[src/rtl/alu_pkg.sv]
// Shared types for the ALU execution stage: opcode and FSM state encodings.
// Default operand width used by the ALU modules.
package alu_pkg;

  localparam int ALU_DATA_WIDTH = 8;

  typedef enum logic [2:0] {
    OP_ADD = 3'd0,
    OP_SUB = 3'd1,
    OP_AND = 3'd2,
    OP_OR  = 3'd3,
    OP_XOR = 3'd4,
    OP_MUL = 3'd5,
    OP_SHL = 3'd6,
    OP_SHR = 3'd7
  } alu_op_e;

  typedef enum logic [1:0] {
    ST_IDLE = 2'd0,
    ST_CALC = 2'd1,
    ST_MUL  = 2'd2,
    ST_DONE = 2'd3
  } alu_state_e;

endpackage

[src/rtl/alu_mul_seq.sv]
// Sequential shift-add multiplier, built only with ALU_EXEC_MUL_EN; done is high DATA_WIDTH
// cycles after start, and product is valid in that cycle. No backpressure: the caller samples on done.
`ifdef ALU_EXEC_MUL_EN
module alu_mul_seq
  import alu_pkg::*;
#(
  parameter int DATA_WIDTH = ALU_DATA_WIDTH
) (
  input  logic                    clk,
  input  logic                    rst,
  input  logic                    start,
  input  logic [DATA_WIDTH-1:0]   a,
  input  logic [DATA_WIDTH-1:0]   b,
  output logic                    done,
  output logic [2*DATA_WIDTH-1:0] product
);

  localparam int CW = (DATA_WIDTH > 1) ? $clog2(DATA_WIDTH) : 1;

  logic [2*DATA_WIDTH-1:0] mcand;
  logic [2*DATA_WIDTH-1:0] acc;
  logic [2*DATA_WIDTH-1:0] acc_nxt;
  logic [DATA_WIDTH-1:0]   mplier;
  logic [CW-1:0]           cnt;
  logic                    run;

  // The last partial product is folded in combinationally so the result is ready on the done cycle.
  assign acc_nxt = acc + (mplier[0] ? mcand : '0);
  assign done    = run && (cnt == CW'(DATA_WIDTH - 1));
  assign product = acc_nxt;

  always_ff @(posedge clk) begin
    if (!rst) begin
      run    <= 1'b0;
      cnt    <= '0;
      acc    <= '0;
      mcand  <= '0;
      mplier <= '0;
    end else if (start) begin
      run    <= 1'b1;
      cnt    <= '0;
      acc    <= '0;
      mcand  <= {{DATA_WIDTH{1'b0}}, a};
      mplier <= b;
    end else if (run) begin
      acc    <= acc_nxt;
      mcand  <= mcand << 1;
      mplier <= mplier >> 1;
      cnt    <= cnt + CW'(1);
      if (done) run <= 1'b0;
    end
  end

endmodule
`endif

[src/rtl/alu_exec.sv]
// ALU execution stage: launch on rising execute[0], result after 2 edges (DATA_WIDTH+1 for MUL when
// ALU_EXEC_MUL_EN is defined); result held in DONE until res_ready, launches while busy set dropped.
module alu_exec
  import alu_pkg::*;
#(
  parameter int DATA_WIDTH = ALU_DATA_WIDTH,
  parameter int EXEC_WIDTH = 17
) (
  input  logic                    clk,
  input  logic                    rst,
  input  logic [DATA_WIDTH-1:0]   A_reg,
  input  logic [DATA_WIDTH-1:0]   B_reg,
  input  logic [DATA_WIDTH-1:0]   OPER,
  input  logic [EXEC_WIDTH-1:0]   execute,
  output logic [2*DATA_WIDTH-1:0] res_data,
  output logic                    res_carry,
  output logic                    res_zero,
  output logic                    res_illegal,
  output logic                    res_valid,
  input  logic                    res_ready,
  output logic                    busy,
  output logic                    dropped
);

  localparam int DW = DATA_WIDTH;
  localparam int SW = (DATA_WIDTH > 1) ? $clog2(DATA_WIDTH) : 1;

  alu_state_e      state;
  logic            exe_q;
  logic            launch;
  logic [DW-1:0]   a_q;
  logic [DW-1:0]   b_q;
  alu_op_e         op_q;
  logic [2*DW-1:0] calc_data;
  logic            calc_carry;
  logic            calc_ill;
  logic            unused_bits;

  assign launch      = execute[0] & ~exe_q;
  assign unused_bits = ^{OPER[DW-1:3], execute[EXEC_WIDTH-1:1]};

`ifdef ALU_EXEC_MUL_EN
  logic            mul_start;
  logic            mul_done;
  logic [2*DW-1:0] mul_product;

  assign mul_start = (state == ST_IDLE) && launch && (OPER[2:0] == OP_MUL);

  alu_mul_seq #(.DATA_WIDTH(DW)) u_mul (
    .clk     (clk),
    .rst     (rst),
    .start   (mul_start),
    .a       (A_reg),
    .b       (B_reg),
    .done    (mul_done),
    .product (mul_product)
  );
`endif

  always_comb begin
    calc_data  = '0;
    calc_carry = 1'b0;
    calc_ill   = 1'b0;
    case (op_q)
      OP_ADD: begin
        calc_data  = {{(DW-1){1'b0}}, {1'b0, a_q} + {1'b0, b_q}};
        calc_carry = calc_data[DW];
      end
      OP_SUB: begin
        calc_data  = {{DW{1'b0}}, a_q - b_q};
        calc_carry = (a_q < b_q);
      end
      OP_AND: calc_data = {{DW{1'b0}}, a_q & b_q};
      OP_OR:  calc_data = {{DW{1'b0}}, a_q | b_q};
      OP_XOR: calc_data = {{DW{1'b0}}, a_q ^ b_q};
      OP_MUL: begin
`ifndef ALU_EXEC_MUL_EN
        // Without the multiplier, MUL completes as a zero result flagged illegal.
        calc_ill = 1'b1;
`endif
      end
      OP_SHL: calc_data = {{DW{1'b0}}, a_q} << b_q[SW-1:0];
      OP_SHR: calc_data = {{DW{1'b0}}, a_q >> b_q[SW-1:0]};
      default: calc_data = '0;
    endcase
  end

  always_ff @(posedge clk) begin
    if (!rst) begin
      state       <= ST_IDLE;
      exe_q       <= 1'b0;
      a_q         <= '0;
      b_q         <= '0;
      op_q        <= OP_ADD;
      res_data    <= '0;
      res_carry   <= 1'b0;
      res_zero    <= 1'b0;
      res_illegal <= 1'b0;
      res_valid   <= 1'b0;
      busy        <= 1'b0;
      dropped     <= 1'b0;
    end else begin
      exe_q <= execute[0];
      if (launch && (state != ST_IDLE)) dropped <= 1'b1;
      case (state)
        ST_IDLE: begin
          if (launch) begin
            a_q  <= A_reg;
            b_q  <= B_reg;
            op_q <= alu_op_e'(OPER[2:0]);
            busy <= 1'b1;
`ifdef ALU_EXEC_MUL_EN
            state <= (OPER[2:0] == OP_MUL) ? ST_MUL : ST_CALC;
`else
            state <= ST_CALC;
`endif
          end
        end
        ST_CALC: begin
          res_data    <= calc_data;
          res_carry   <= calc_carry;
          res_zero    <= (calc_data == '0);
          res_illegal <= calc_ill;
          res_valid   <= 1'b1;
          state       <= ST_DONE;
        end
        ST_MUL: begin
`ifdef ALU_EXEC_MUL_EN
          if (mul_done) begin
            res_data    <= mul_product;
            res_carry   <= 1'b0;
            res_zero    <= (mul_product == '0);
            res_illegal <= 1'b0;
            res_valid   <= 1'b1;
            state       <= ST_DONE;
          end
`else
          state <= ST_IDLE;
          busy  <= 1'b0;
`endif
        end
        ST_DONE: begin
          if (res_ready) begin
            res_valid <= 1'b0;
            busy      <= 1'b0;
            state     <= ST_IDLE;
          end
        end
        default: begin
          state <= ST_IDLE;
          busy  <= 1'b0;
        end
      endcase
    end
  end

endmodule

[config.mk]
export PLATFORM = sky130hd
export DESIGN_NAME = alu_exec
export DESIGN_NICKNAME = d
export VERILOG_FILES = /design/src/rtl/alu_pkg.sv /design/src/rtl/alu_mul_seq.sv /design/src/rtl/alu_exec.sv
export SDC_FILE = /design/constraint.sdc
export NUM_CORES = 1
export LEC_CHECK = 0
export ABC_AREA = 1
export CAP_MARGIN = 15
export CORE_MARGIN = 4
export CORE_UTILIZATION = 45
export DETAILED_ROUTE_END_ITERATION = 7
export GPL_ROUTABILITY_DRIVEN = 0
export PLACE_DENSITY = 0.79
export SKIP_LAST_GASP = 1
export SLEW_MARGIN = 10
export SYNTH_ARGS = -nofsm -noshare
export SYNTH_HDL_FRONTEND = slang
export SYNTH_SLANG_ARGS = --single-unit
export TNS_END_PERCENT = 5
[constraint.sdc]
create_clock -name clk -period 5 [get_ports clk]
set_input_delay 1.25 -clock clk [delete_from_list [all_inputs] [get_ports clk]]
set_output_delay 1.25 -clock clk [all_outputs]
set_load 0.01 [all_outputs]
==> out/metrics.cfg <==
[cts]
clk_pin_slew_ps=90
clk_path_buf_depth=2
insertion_delay_ps=310
numCtsBuffers=5
cts_sinks=43
cts_setup_buffers=0
cts_tree=built
htreeDepth=2
postCtsHoldBufs=0
clockRootBuffer=clkbuf_8
cts_resized=0

[floorplanning]
core_area_sq_mm=0.00721
die_area_sq_mm=0.00884
ios=66
initial_core_util_pct=46.1
die_h_um=94
fp-row-count=31
dieWidth_um=94

[sta]
drv_slew=0
finalCritPeriodShare_pct=57.0
max_freq_mhz=351
worst_pin_slew_ps=931
fin_crit_ps=2850
fin_tns_setup_ps=0
hold_violations=0
setup_viol=0
fin_skew_ps=16.7
maxSlewHeadroom_pct=37.9
rsz0062_at_grt=no
finalHoldWorstSlack_ps=457

[detailed_routing]
drc=0
viasPerCell=5.35
wl_um=8750
vias=3545
ant_nets=0
drtIter0Drc=391
dr.pass1.iters=6
wl_per_cell_um=13.2

[min_path]
hp-start=dropped$_SDFFE_PN0P_
hold_class=reg2reg

[worst_setup_path]
end_kind=register
required_ps=5230
crit_chain=clkdlybuf4s50_1, inv_1, nor2_1, o21ai_0, nor2_1, inv_1, o21ai_0, a21oi_1
path_class=in2reg
crit_family=buffers and inverters
r2r-start=b_q[1]$_SDFFE_PN0P_
startpoint_type=input port
max_stage_delay_ps=670
path_max_fanout=39
worstPathArrival_ps=3080
cp_num_buf_inv=3
critPathSlowestCell=inv_1
crit_start=execute[0]

[logic_synthesis]
syn-num-nets=604
syn_area_sq_mm=0.00333
synth_seq_cells=43
synth.distinct_cells=35
ys_seq_area_share_pct=25.9
synth_cells=533
synth_edf_count=0
synth_flop_cell=dfxtp_1
synth.avg_cell_area_sq_um=6.24
synthArstFlopShare_pct=0
synth_warnings=0

[global_route]
grt_pass1_wl_um=14700
grt-ovfl-total=0
grt_use_total_pct=20.5
first_global_vias=3237
antenna_found_initial=0
grt_start_max_net_pins=40

[final_layout]
areaGrowthSynthToFinish_pct=16.8
fin_area_sq_mm=0.00389
finish.utilization_pct=53.9
drive_above_1_share_pct=4.97
num_antenna_cells=0
fin_nets=633
layout_common_cells=114 x nand2_1, 82 x nand3_1, 68 x inv_1
final_common_cell=nand2_1

[outcome]
status=completed

[power_and_ir_drop]
power.total_mw=1.12
leakage_nw=1.88
vdd_drop_max_v=0.000167
p_per_area_mw_per_mm2=287

[run]
drv_cap=0

[place]
io_buffers=43
post_dp_cell_area_sq_mm=0.00377
dp_hpwl_um=6600

[worst min-delay path, delay by kind of cell, from the launching register on]
family	cells	cell delay (ps)
compound gates	1	60
buf+inv	1	40
flops	1	320
[through the flow]
stage / instances / setup WS, ps
5_1_grt: 662 / 1840
2_1_floorplan: 533 / 2650
3_3_place_gp: 654 / 1860
6_report: 662 / 2150
4_1_cts: 662 / 2120
3_5_place_dp: 654 / 1800
[power breakdown]
group	switching, mW	internal [mW]	total [mW]	leakage [nW]
clock	0.140	0.152	0.292	0.0587
combinational	0.247	0.156	0.403	1.47
sequential	0.0449	0.376	0.421	0.355
[final timing paths]
| check | end | slack, ps | cells past startpoint |
|---|---|---|---|
| setup / recovery | b_q[1]$_SDFFE_PN0P_ | 2150 | 8 |
| hold reg to reg | dropped$_SDFFE_PN0P_ | 460 | 2 |
| setup reg to reg | res_zero$_SDFFE_PN0P_ | 2190 | 14 |
| hold / removal | dropped$_SDFFE_PN0P_ | 460 | 2 |
[flip-flops by register name, summed over array words and instances (netlist names)]
| register | cells |
|---|---|
| res_illegal | 1 |
| busy | 1 |
| b_q | 8 |
| exe_q | 1 |
| res_carry | 1 |
| op_q | 3 |
| res_data | 15 |
| res_zero | 1 |
| a_q | 8 |
| dropped | 1 |
| res_valid | 1 |
| state | 2 |
[cells by family (layout without fill, tap and decap cells)]
kind of cell,count (synthesis),after routing,synth area share (%)
compound gates,86,86,13.3
fa+ha+maj,27,27,10.6
other cells,1,1,0.113
buf+inv,97,127,12.1
xor+xnor,3,3,0.790
flops,43,43,25.9
simple gates,276,276,37.3
[layout make-up]
| class | count | area (sq um) |
|---|---|---|
| clock buffer | 5 | 68.8 |
| tap | 99 | 124 |
| fill | 736 | 3330 |
| sequential | 43 | 861 |
| timing repair buffer | 44 | 438 |
| clock inverter | 3 | 47.5 |
| inverter | 75 | 284 |
| multi-input combinational | 393 | 2070 |
[cell usage after synthesis (4+ instances only)]
cell type	number	area, sq um
nor2_1	58	218
clkbuf_1	9	33.8
ha_1	25	313
a21oi_1	39	195
inv_2	5	18.8
nand4_1	4	25.0
buf_2	7	35.0
nor2_2	4	25.0
dfxtp_1	43	861
o21ai_0	40	200
inv_1	68	255
nand3_1	82	410
buf_4	5	37.5
nand2_1	114	428
[layer usage]
| layer | global-route usage (%) | vias to the layer above | wire (um) |
|---|---|---|---|
| met2 | 35.0 | 144 | 4190 |
| met3 | 3.13 | 27 | 587 |
| met4 | 7.10 | 0 | 192 |
| li1 | - | 1765 | - |
| met5 | 0 | - | 0 |
| met1 | 26.1 | 1609 | 3780 |
Note: power is estimated with default switching activity, not from simulation.
==> patch: new RTL, same settings <==
Build with the macro `ALU_EXEC_MUL_EN` defined.
--- a/src/rtl/alu_mul_seq.sv
+++ b/src/rtl/alu_mul_seq.sv
@@ -1,5 +1,7 @@
 // Sequential shift-add multiplier, built only with ALU_EXEC_MUL_EN; done is high DATA_WIDTH
 // cycles after start, and product is valid in that cycle. No backpressure: the caller samples on done.
+`define ALU_EXEC_MUL_EN
+
 `ifdef ALU_EXEC_MUL_EN
 module alu_mul_seq
   import alu_pkg::*;
Behaviour: not the same (a bounded check fails within 4 cycles, from zero or initial values and one cycle with rst low).
==> patch against the original RTL <==
  * Critical endpoint is now u_mul.acc[13]$_SDFFE_PP0P_
  * Area after synthesis is 88% higher
  * Critical path depth grew 2
  * Design area is 81% higher
  * Final cell count rose by 84%
  * Setup slack got worse by 1100 ps
  * Register-to-register slack lost 450 ps
  * Total power increased by 140%
  * Sequential cell count grew 44
  * Die area rose by 79%
  * Routed wire length increased by 99%
==> patch: results <==
[global_routing]
grtUsageMet3 = 0.04911
grt_util_met1 = 0.3163
globalRouteTotalUtil = 0.2203

[critical_path]
slowest_stage = nor2_1
critPathMaxStageDelay_ps = 780
cp.arrival_ps = 4280

[power]
power_leakage_nw = 3.389
clockPowerShare = 0.253
p_int_mw = 1.538

[floorplanning]
placement_rows = 42

[detailed_routing]
vias_per_cell = 5.398

[placement]
place_area_sq_um = 6760

[clock_tree]
path_clk_slew_ps = 60
ctsHtreeMaxLevel = 3
cts_buffers = 9

[status]
status = completed

[timing]
clock_skew_ps = 7.771
whs_ps = 462.3

[synth]
yosysSeqAreaShare = 0.2786
synth_common_cells = nand2_1 (314), inv_1 (124), nand3_1 (119)
synth-xor-area-share = 0.01121

[hold_path]
worstHoldStart = res_data[15]$_SDFFE_PN0P_
whs_endpoint = res_data[15]$_SDFFE_PN0P_

[final_layout]
layoutNonFillerInstCount = 1218
reg.largest.list = res_data x16, u_mul.acc x16, u_mul.mcand x16
-- patch: cell types whose count changed in the layout (fill, tap and decap cells not counted), moves of 12 or more --
cell	change
a21oi_1	+35
dfxtp_1	+44
nand2_1	+200
nor2_1	+27
ha_1	+21
a31oi_1	+17
nand3_1	+37
inv_1	+56
nand4_1	+12
-- patch: area by class of cell --
cell class                 count  area [sq um]
fill                        1373          6344
multi-input combinational    756          3827
sequential                    87          1742
inverter                     136         510.5
timing repair buffer          47         460.4
clock buffer                  10         229.0
tap                          176         220.2
clock inverter                 6         67.56
-- patch: layer usage --
layer,share of wire,up-vias
met5,0,-
met3,0.079,29
met2,0.43,263
li1,-,3310
met1,0.47,2973
met4,0.017,0
-- patch: worst min-delay path: cells and delay by family, from the launching register on --
family / cells / cell delay [ps]
compound gates: 1 / 50
flops: 1 / 310
simple gates: 1 / 60
